**config.mk**
```make
export PLATFORM = sky130hd
export DESIGN_NAME = riscv_mc_controller_flat
export DESIGN_NICKNAME = d
export VERILOG_FILES = /design/src/rtl/riscv_mc_controller_if.sv /design/src/rtl/riscv_mc_controller.sv /design/src/flat_wrapper.sv
export SDC_FILE = /design/constraint.sdc
export NUM_CORES = 1
export LEC_CHECK = 0
export ABC_AREA = 1
export CORE_AREA = 3 3 51 53
export CTS_CLUSTER_SIZE = 24
export DETAILED_ROUTE_END_ITERATION = 10
export DIE_AREA = 0 0 54 56
export PLACE_DENSITY = 0.95
export SYNTH_ARGS = -nofsm -noshare
export SYNTH_HDL_FRONTEND = slang
export SYNTH_SLANG_ARGS = --single-unit
```
**constraint.sdc**
```tcl
create_clock -name clk -period 2.75 [get_ports clk]
set_input_delay 0.4125 -clock clk [delete_from_list [all_inputs] [get_ports clk]]
set_output_delay 0.4125 -clock clk [all_outputs]
set_load 0.01 [all_outputs]
```
**src/rtl/riscv_mc_controller_if.sv**
```systemverilog
// Control bundle between the multi-cycle controller and the RV32I datapath.
// master: controller side (reads IR fields/flags, drives selects/strobes).
// slave : datapath side (drives IR fields/flags, reads selects/strobes).
interface riscv_mc_controller_if;
   logic [6:0] op;
   logic [2:0] func3;
   logic [6:0] func7;
   logic       zero;
   logic       neg;
   logic       ltu;
   logic       mem_ready;
   logic       md_done;
   logic       PCWrite;
   logic       adrSrc;
   logic       memWrite;
   logic       IRWrite;
   logic       regWrite;
   logic [1:0] resultSrc;
   logic [1:0] ALUSrcA;
   logic [1:0] ALUSrcB;
   logic [3:0] ALUControl;
   logic [2:0] immSrc;
   logic       md_start;
   logic       illegal;

   modport master (
      input  op, func3, func7, zero, neg, ltu, mem_ready, md_done,
      output PCWrite, adrSrc, memWrite, IRWrite, regWrite,
      output resultSrc, ALUSrcA, ALUSrcB, ALUControl, immSrc,
      output md_start, illegal
   );

   modport slave (
      output op, func3, func7, zero, neg, ltu, mem_ready, md_done,
      input  PCWrite, adrSrc, memWrite, IRWrite, regWrite,
      input  resultSrc, ALUSrcA, ALUSrcB, ALUControl, immSrc,
      input  md_start, illegal
   );
endinterface

```
**src/rtl/riscv_mc_controller.sv**
```systemverilog
// Multi-cycle RV32I(+M) control FSM: clk, rst (async active-low) and the
// controller_if master port carrying IR fields/flags in, selects/strobes out.
module riscv_mc_controller #(
   parameter bit MEM_HANDSHAKE = 1'b1,
   parameter bit MEXT          = 1'b1
) (
   input logic                   clk,
   input logic                   rst,
   riscv_mc_controller_if.master bus
);

   typedef enum logic [4:0] {
      S_FETCH, S_DECODE, S_MEMADR, S_MEMREAD, S_MEMWB,
      S_MEMWRITE, S_EXECR, S_EXECI, S_ALUWB, S_BRANCH,
      S_JAL, S_JALR, S_LINK, S_LUI, S_MD_START,
      S_MD_WAIT, S_MD_WB, S_TRAP
   } state_t;

   localparam logic [6:0] OP_LOAD  = 7'b0000011;
   localparam logic [6:0] OP_STORE = 7'b0100011;
   localparam logic [6:0] OP_R     = 7'b0110011;
   localparam logic [6:0] OP_I     = 7'b0010011;
   localparam logic [6:0] OP_BR    = 7'b1100011;
   localparam logic [6:0] OP_JAL   = 7'b1101111;
   localparam logic [6:0] OP_JALR  = 7'b1100111;
   localparam logic [6:0] OP_LUI   = 7'b0110111;

   localparam logic [3:0] A_ADD  = 4'd0;
   localparam logic [3:0] A_SUB  = 4'd1;
   localparam logic [3:0] A_AND  = 4'd2;
   localparam logic [3:0] A_OR   = 4'd3;
   localparam logic [3:0] A_XOR  = 4'd4;
   localparam logic [3:0] A_SLT  = 4'd5;
   localparam logic [3:0] A_SLTU = 4'd6;
   localparam logic [3:0] A_SLL  = 4'd7;
   localparam logic [3:0] A_SRL  = 4'd8;
   localparam logic [3:0] A_SRA  = 4'd9;

   state_t state, nxt;

   logic       rdy;
   logic       taken, br_ok;
   logic       is_r, f7z, f7s;
   logic [3:0] alu_op;
   logic       alu_ok;
   logic       md_op;
   logic       pcupd, branch;
   logic       irw;

   assign rdy   = MEM_HANDSHAKE ? bus.mem_ready : 1'b1;
   assign is_r  = (state == S_EXECR);
   assign f7z   = (bus.func7 == 7'b0000000);
   assign f7s   = (bus.func7 == 7'b0100000);
   assign md_op = MEXT && (bus.func7 == 7'b0000001);

   always_comb begin
      taken = 1'b0;
      br_ok = 1'b1;
      case (bus.func3)
         3'b000:  taken = bus.zero;
         3'b001:  taken = !bus.zero;
         3'b100:  taken = bus.neg;
         3'b101:  taken = !bus.neg;
         3'b110:  taken = bus.ltu;
         3'b111:  taken = !bus.ltu;
         default: br_ok = 1'b0;
      endcase
   end

   // I-type only constrains func7 on shifts; sub exists only for R-type.
   always_comb begin
      alu_op = A_ADD;
      alu_ok = 1'b1;
      case (bus.func3)
         3'b000: begin
            alu_op = (is_r && f7s) ? A_SUB : A_ADD;
            alu_ok = !is_r || f7z || f7s;
         end
         3'b001: begin
            alu_op = A_SLL;
            alu_ok = f7z;
         end
         3'b010: begin
            alu_op = A_SLT;
            alu_ok = !is_r || f7z;
         end
         3'b011: begin
            alu_op = A_SLTU;
            alu_ok = !is_r || f7z;
         end
         3'b100: begin
            alu_op = A_XOR;
            alu_ok = !is_r || f7z;
         end
         3'b101: begin
            alu_op = bus.func7[5] ? A_SRA : A_SRL;
            alu_ok = f7z || f7s;
         end
         3'b110: begin
            alu_op = A_OR;
            alu_ok = !is_r || f7z;
         end
         default: begin
            alu_op = A_AND;
            alu_ok = !is_r || f7z;
         end
      endcase
   end

   always_ff @(posedge clk or negedge rst) begin
      if (!rst) state <= S_FETCH;
      else      state <= nxt;
   end

   always_comb begin
      nxt            = state;
      pcupd          = 1'b0;
      branch         = 1'b0;
      irw            = 1'b0;
      bus.adrSrc     = 1'b0;
      bus.memWrite   = 1'b0;
      bus.regWrite   = 1'b0;
      bus.resultSrc  = 2'b00;
      bus.ALUSrcA    = 2'b00;
      bus.ALUSrcB    = 2'b00;
      bus.ALUControl = A_ADD;
      bus.immSrc     = 3'd0;
      bus.md_start   = 1'b0;
      bus.illegal    = 1'b0;
      unique case (state)
         S_FETCH: begin
            bus.ALUSrcB   = 2'b10;
            bus.resultSrc = 2'b10;
            irw           = rdy;
            pcupd         = rdy;
            if (rdy) nxt = S_DECODE;
         end
         S_DECODE: begin
            bus.ALUSrcA = 2'b01;
            bus.ALUSrcB = 2'b01;
            if (bus.op == OP_BR)  bus.immSrc = 3'd2;
            if (bus.op == OP_JAL) bus.immSrc = 3'd3;
            unique case (1'b1)
               (bus.op == OP_LOAD),
               (bus.op == OP_STORE): nxt = S_MEMADR;
               (bus.op == OP_R):     nxt = md_op ? S_MD_START : S_EXECR;
               (bus.op == OP_I):     nxt = S_EXECI;
               (bus.op == OP_BR):    nxt = br_ok ? S_BRANCH : S_TRAP;
               (bus.op == OP_JAL):   nxt = S_JAL;
               (bus.op == OP_JALR):  nxt = S_JALR;
               (bus.op == OP_LUI):   nxt = S_LUI;
               default:              nxt = S_TRAP;
            endcase
         end
         S_MEMADR: begin
            bus.ALUSrcA = 2'b10;
            bus.ALUSrcB = 2'b01;
            bus.immSrc  = (bus.op == OP_STORE) ? 3'd1 : 3'd0;
            nxt = (bus.op == OP_STORE) ? S_MEMWRITE : S_MEMREAD;
         end
         S_MEMREAD: begin
            bus.adrSrc = 1'b1;
            if (rdy) nxt = S_MEMWB;
         end
         S_MEMWB: begin
            bus.resultSrc = 2'b01;
            bus.regWrite  = 1'b1;
            nxt = S_FETCH;
         end
         S_MEMWRITE: begin
            bus.adrSrc   = 1'b1;
            bus.memWrite = 1'b1;
            if (rdy) nxt = S_FETCH;
         end
         S_EXECR, S_EXECI: begin
            bus.ALUSrcA    = 2'b10;
            bus.ALUSrcB    = is_r ? 2'b00 : 2'b01;
            bus.ALUControl = alu_op;
            nxt = alu_ok ? S_ALUWB : S_TRAP;
         end
         S_ALUWB: begin
            bus.regWrite = 1'b1;
            nxt = S_FETCH;
         end
         S_BRANCH: begin
            bus.ALUSrcA    = 2'b10;
            bus.ALUControl = A_SUB;
            branch         = 1'b1;
            nxt = S_FETCH;
         end
         S_JAL: begin
            bus.ALUSrcA = 2'b01;
            bus.ALUSrcB = 2'b10;
            pcupd       = 1'b1;
            nxt = S_ALUWB;
         end
         S_JALR: begin
            bus.ALUSrcA   = 2'b10;
            bus.ALUSrcB   = 2'b01;
            bus.resultSrc = 2'b10;
            pcupd         = 1'b1;
            nxt = S_LINK;
         end
         S_LINK: begin
            bus.ALUSrcA   = 2'b01;
            bus.ALUSrcB   = 2'b10;
            bus.resultSrc = 2'b10;
            bus.regWrite  = 1'b1;
            nxt = S_FETCH;
         end
         S_LUI: begin
            bus.ALUSrcA = 2'b11;
            bus.ALUSrcB = 2'b01;
            bus.immSrc  = 3'd4;
            nxt = S_ALUWB;
         end
         S_MD_START: begin
            bus.md_start = 1'b1;
            nxt = S_MD_WAIT;
         end
         S_MD_WAIT: begin
            if (bus.md_done) nxt = S_MD_WB;
         end
         S_MD_WB: begin
            bus.resultSrc = 2'b11;
            bus.regWrite  = 1'b1;
            nxt = S_FETCH;
         end
         S_TRAP: begin
            bus.illegal = 1'b1;
         end
         default: nxt = S_TRAP;
      endcase
   end

   // state sits in FETCH during reset; keep its ready-driven strobes quiet
   assign bus.IRWrite = rst && irw;
   assign bus.PCWrite = rst && (pcupd || (branch && taken));

endmodule
```
**src/flat_wrapper.sv**
```systemverilog
// flat-port wrapper written by rule: the top's interface ports become plain ports
module riscv_mc_controller_flat 
#(
   parameter bit MEM_HANDSHAKE = 1'b1,
   parameter bit MEXT          = 1'b1
)
  (clk, rst, bus_op, bus_func3, bus_func7, bus_zero, bus_neg, bus_ltu, bus_mem_ready, bus_md_done, bus_PCWrite, bus_adrSrc, bus_memWrite, bus_IRWrite, bus_regWrite, bus_resultSrc, bus_ALUSrcA, bus_ALUSrcB, bus_ALUControl, bus_immSrc, bus_md_start, bus_illegal);
  riscv_mc_controller_if bus_i ();
  input logic clk;
  input logic rst;
  input wire logic [$bits(bus_i.op)-1:0] bus_op;
  input wire logic [$bits(bus_i.func3)-1:0] bus_func3;
  input wire logic [$bits(bus_i.func7)-1:0] bus_func7;
  input wire logic [$bits(bus_i.zero)-1:0] bus_zero;
  input wire logic [$bits(bus_i.neg)-1:0] bus_neg;
  input wire logic [$bits(bus_i.ltu)-1:0] bus_ltu;
  input wire logic [$bits(bus_i.mem_ready)-1:0] bus_mem_ready;
  input wire logic [$bits(bus_i.md_done)-1:0] bus_md_done;
  output wire logic [$bits(bus_i.PCWrite)-1:0] bus_PCWrite;
  output wire logic [$bits(bus_i.adrSrc)-1:0] bus_adrSrc;
  output wire logic [$bits(bus_i.memWrite)-1:0] bus_memWrite;
  output wire logic [$bits(bus_i.IRWrite)-1:0] bus_IRWrite;
  output wire logic [$bits(bus_i.regWrite)-1:0] bus_regWrite;
  output wire logic [$bits(bus_i.resultSrc)-1:0] bus_resultSrc;
  output wire logic [$bits(bus_i.ALUSrcA)-1:0] bus_ALUSrcA;
  output wire logic [$bits(bus_i.ALUSrcB)-1:0] bus_ALUSrcB;
  output wire logic [$bits(bus_i.ALUControl)-1:0] bus_ALUControl;
  output wire logic [$bits(bus_i.immSrc)-1:0] bus_immSrc;
  output wire logic [$bits(bus_i.md_start)-1:0] bus_md_start;
  output wire logic [$bits(bus_i.illegal)-1:0] bus_illegal;
  assign bus_i.op = bus_op;
  assign bus_i.func3 = bus_func3;
  assign bus_i.func7 = bus_func7;
  assign bus_i.zero = bus_zero;
  assign bus_i.neg = bus_neg;
  assign bus_i.ltu = bus_ltu;
  assign bus_i.mem_ready = bus_mem_ready;
  assign bus_i.md_done = bus_md_done;
  assign bus_PCWrite = bus_i.PCWrite;
  assign bus_adrSrc = bus_i.adrSrc;
  assign bus_memWrite = bus_i.memWrite;
  assign bus_IRWrite = bus_i.IRWrite;
  assign bus_regWrite = bus_i.regWrite;
  assign bus_resultSrc = bus_i.resultSrc;
  assign bus_ALUSrcA = bus_i.ALUSrcA;
  assign bus_ALUSrcB = bus_i.ALUSrcB;
  assign bus_ALUControl = bus_i.ALUControl;
  assign bus_immSrc = bus_i.immSrc;
  assign bus_md_start = bus_i.md_start;
  assign bus_illegal = bus_i.illegal;
  riscv_mc_controller #(.MEM_HANDSHAKE(MEM_HANDSHAKE), .MEXT(MEXT)) u_core (.clk(clk), .rst(rst), .bus(bus_i));
endmodule
```
==> results.md <==
- Antenna Cells: 0
- Post-synthesis sequential element count: 5
- Post-CTS setup buffers: 0
- Worst-path cell chain: clkdlybuf4s50_1 -> nand3_1 -> nor2_1 -> a31oi_1 -> nand3_1 -> nand2_1 -> a21oi_1 -> clkdlybuf4s50_1
- Slowest CP cell: clkdlybuf4s50_1
- Final WL: 2.98 mm
- Remaining DRCs: 0
- CP Capture Type: output pin
- Die ar.: 0.00302 mm2
- Worst-Margin Slew: 0.565 ns
- Initial antenna violation count: 0
- Placer congestion estimate: roughly 0.91
- IO Count: 44
- Clock skew: around 0.0037 ns
- Area of the multi-input gates: about 750 um2
- Crit start category: primary input
- I/O Buffers: 43
- CP endpoint: bus_PCWrite
- Routed length per instance: 11.1 um
- Crit-path max cell delay: about 0.61 ns
- Most flops, register: u_core.state
- Syn Nets: 218
- DR vias/cell: 5.05
- Max FFs per register: 5
- Critical Path RT: 2.34 ns
- GR Overflow Total: 0
- CTS tree: done
- Ys async rst share: 100%
- Buf/Inv on CP: 2
- WS Path Type: in2out
- Max Freq: 0.374 GHz
- Reg-to-Reg Start: u_core.state[3]
- Final hold vios: 0
- First DRT Iteration DRCs: 43
- Drt pass-1 iters: 4
- Post-Syn Area: ~0.0010 mm2
- Post-Syn Instances: between 150 and 200
- Rows: 17
- H-tree depth: 1
- Largest regs: u_core.state x5
- Reg2reg end: u_core.state[4]
- Sequential cell area: 125 um2
- Critical path's top delay family: buffers and inverters
- Critical path data arrival time: 2.26 ns
- Worst-path maximum fanout: 7
- Min-delay worst type: in2async
- Worst-path clk slew: 0.05 ns
- R2R setup slack: between 1 and 1.5 ns
- Nets: 266
- Num CTS Buffers: 3
- Worst-Skew Late Latency: roughly 0.24 ns
- First-pass GRT wire length: 4.54 mm
- Vias in the first global route: 1112
- Die Width: ~54 um
- Critical path depth: 8
- DP Wirelength: 2.49 mm
- Final Util: 69.2%
- Fillcell total: a little under 200
- Leakage power: 0.742 nW
- YS warnings: 0
- Largest net degree at the start of global routing: 9
- Clk buf depth: 2
- Setup Viol. Count Final: 0
- Post-layout minimum cycle time: 2.67 ns
- Post-synth EDFFs: 0
- Tcrit/Tclk final: 97.2%
- CTS root buf: clkbuf_4
- Clock sink count: 5
- Slew headroom: 62.1%
- Final Max Tran Viols: 0
- Pwr dens: 431 mW/mm2
- DR vias: approximately 1.4k
- Setup TNS: 0 ns
- Number of library cell types mapped by synthesis: 26
- Syn-to-layout area delta: 49.1%
- Global Route Usage Sum: 19.4%
- Crit. Startpoint: bus_func3[0]
- Peak supply drop: 0.000405 V
- MaxCap Viol Count: 0
- Sequential share of the synthesized area: 12.3%
- Placeable Area: 0.00219 mm2
- Starting density of the core: 46.4%
- CTS Hold Bufs: 0
- Post-synth top flop: dfrtp_1
- Synth Area per Inst: roughly 5.2 um2
- Routed Antenna Nets: 0
- Status: finished, final reports clean
- Die Y: between 50 and 60 um
- Reg2Reg Depth: 7
- Share of layout cells above drive strength 1: 9.54%
==> layout by cell type (no fill, tap or decap), drive strengths merged <==
| cell type | instances |
|---|---|
| inv | 36 |
| o21bai | 2 |
| nor3b | 1 |
| nand4 | 3 |
| a41oi | 1 |
| buf | 1 |
| nor2 | 44 |
| nor3 | 7 |
| dlymetal6s2s | 1 |
| o21ai | 7 |
| a21oi | 10 |
| nand3 | 21 |
| clkbuf | 4 |
| clkdlybuf4s50 | 42 |
| o211ai | 1 |
| a31oi | 2 |
| dfrtp | 5 |
| o22ai | 1 |
| nand3b | 1 |
| nand2 | 50 |
| o311ai | 1 |
==> final cells by class <==
| class | instances | area share, % |
|---|---|---|
| multi-input cells | 152 | 49.7 |
| repair buffers | 44 | 29.1 |
| inverters | 36 | 8.92 |
| flip-flops and latches | 5 | 8.26 |
| well taps | 28 | 2.31 |
| clock buffers | 4 | 1.73 |
==> stage by stage <==
stage	cell area, um2	hold WS, ns	power (mW)	setup WS [ns]	cells
after global placement	1480	0.594	0.563	0.209	265
after CTS	1510	0.431	0.653	0.107	269
after floorplan	1020	0.117	0.380	1.04	194
final	1520	0.427	0.654	0.0782	269
after detailed placement	1480	0.617	0.569	0.113	265
after global routing	1520	0.438	0.718	-0.00422	269
==> worst min-delay path by stage <==
stage | start | endpoint | slack (ns) | depth (start not counted)
finish | rst | u_core.state[3] | 0.43 | 1
global route | rst | u_core.state[1] | 0.44 | 1
CTS | rst | u_core.state[0] | 0.43 | 1
detailed placement | u_core.state[4] | u_core.state[4] | 0.62 | 2
global placement | u_core.state[4] | u_core.state[4] | 0.59 | 2
floorplan | rst | u_core.state[0] | 0.12 | 0
==> power by group <==
part	switching, mW	internal (mW)
combinational	0.253	0.196
sequential	0.0280	0.0912
clock	0.0301	0.0549
==> repair_timing <==
item	in CTS	in global routing
gates resized for setup	0	2
endpoints found under the setup margin	0	2
endpoints found under the hold margin	0	0
==> metal layers <==
metal | global-route usage [%] | wire (um) | share of wire, % | up-vias
met4 | 3.20 | 0 | 0 | 0
met5 | 0 | 0 | 0 | -
met1 | 25.7 | 1320 | 44 | 579
met2 | 33.0 | 1430 | 48 | 62
met3 | 2.68 | 229 | 7.7 | 0
li1 | - | - | - | 717
==> logic make-up (layout without fill, tap and decap cells) <==
family / Yosys count / after routing / share of synthesized area (%)
simple gates: 127 / 127 / 59.7
flops: 5 / 5 / 12.3
compound gates: 25 / 25 / 14.2
buf+inv: 37 / 84 / 13.8
==> cell usage after synthesis, types with 2 or more instances <==
library cell	number	area (um2)
nand2_1	46	173
nand3_1	18	90.1
o21ai_0	5	25.0
dfrtp_1	5	125
nor3_1	6	30.0
nor2_4	5	56.3
o21ai_1	2	10.0
nor2_2	3	18.8
a31oi_1	2	12.5
nand2_2	3	18.8
nand3_2	3	30.0
nor2_1	36	135
nand4_1	3	18.8
o21bai_1	2	15.0
a21oi_1	10	50.1
inv_2	2	7.51
inv_1	34	128
Power figures use the tool's default switching activity.
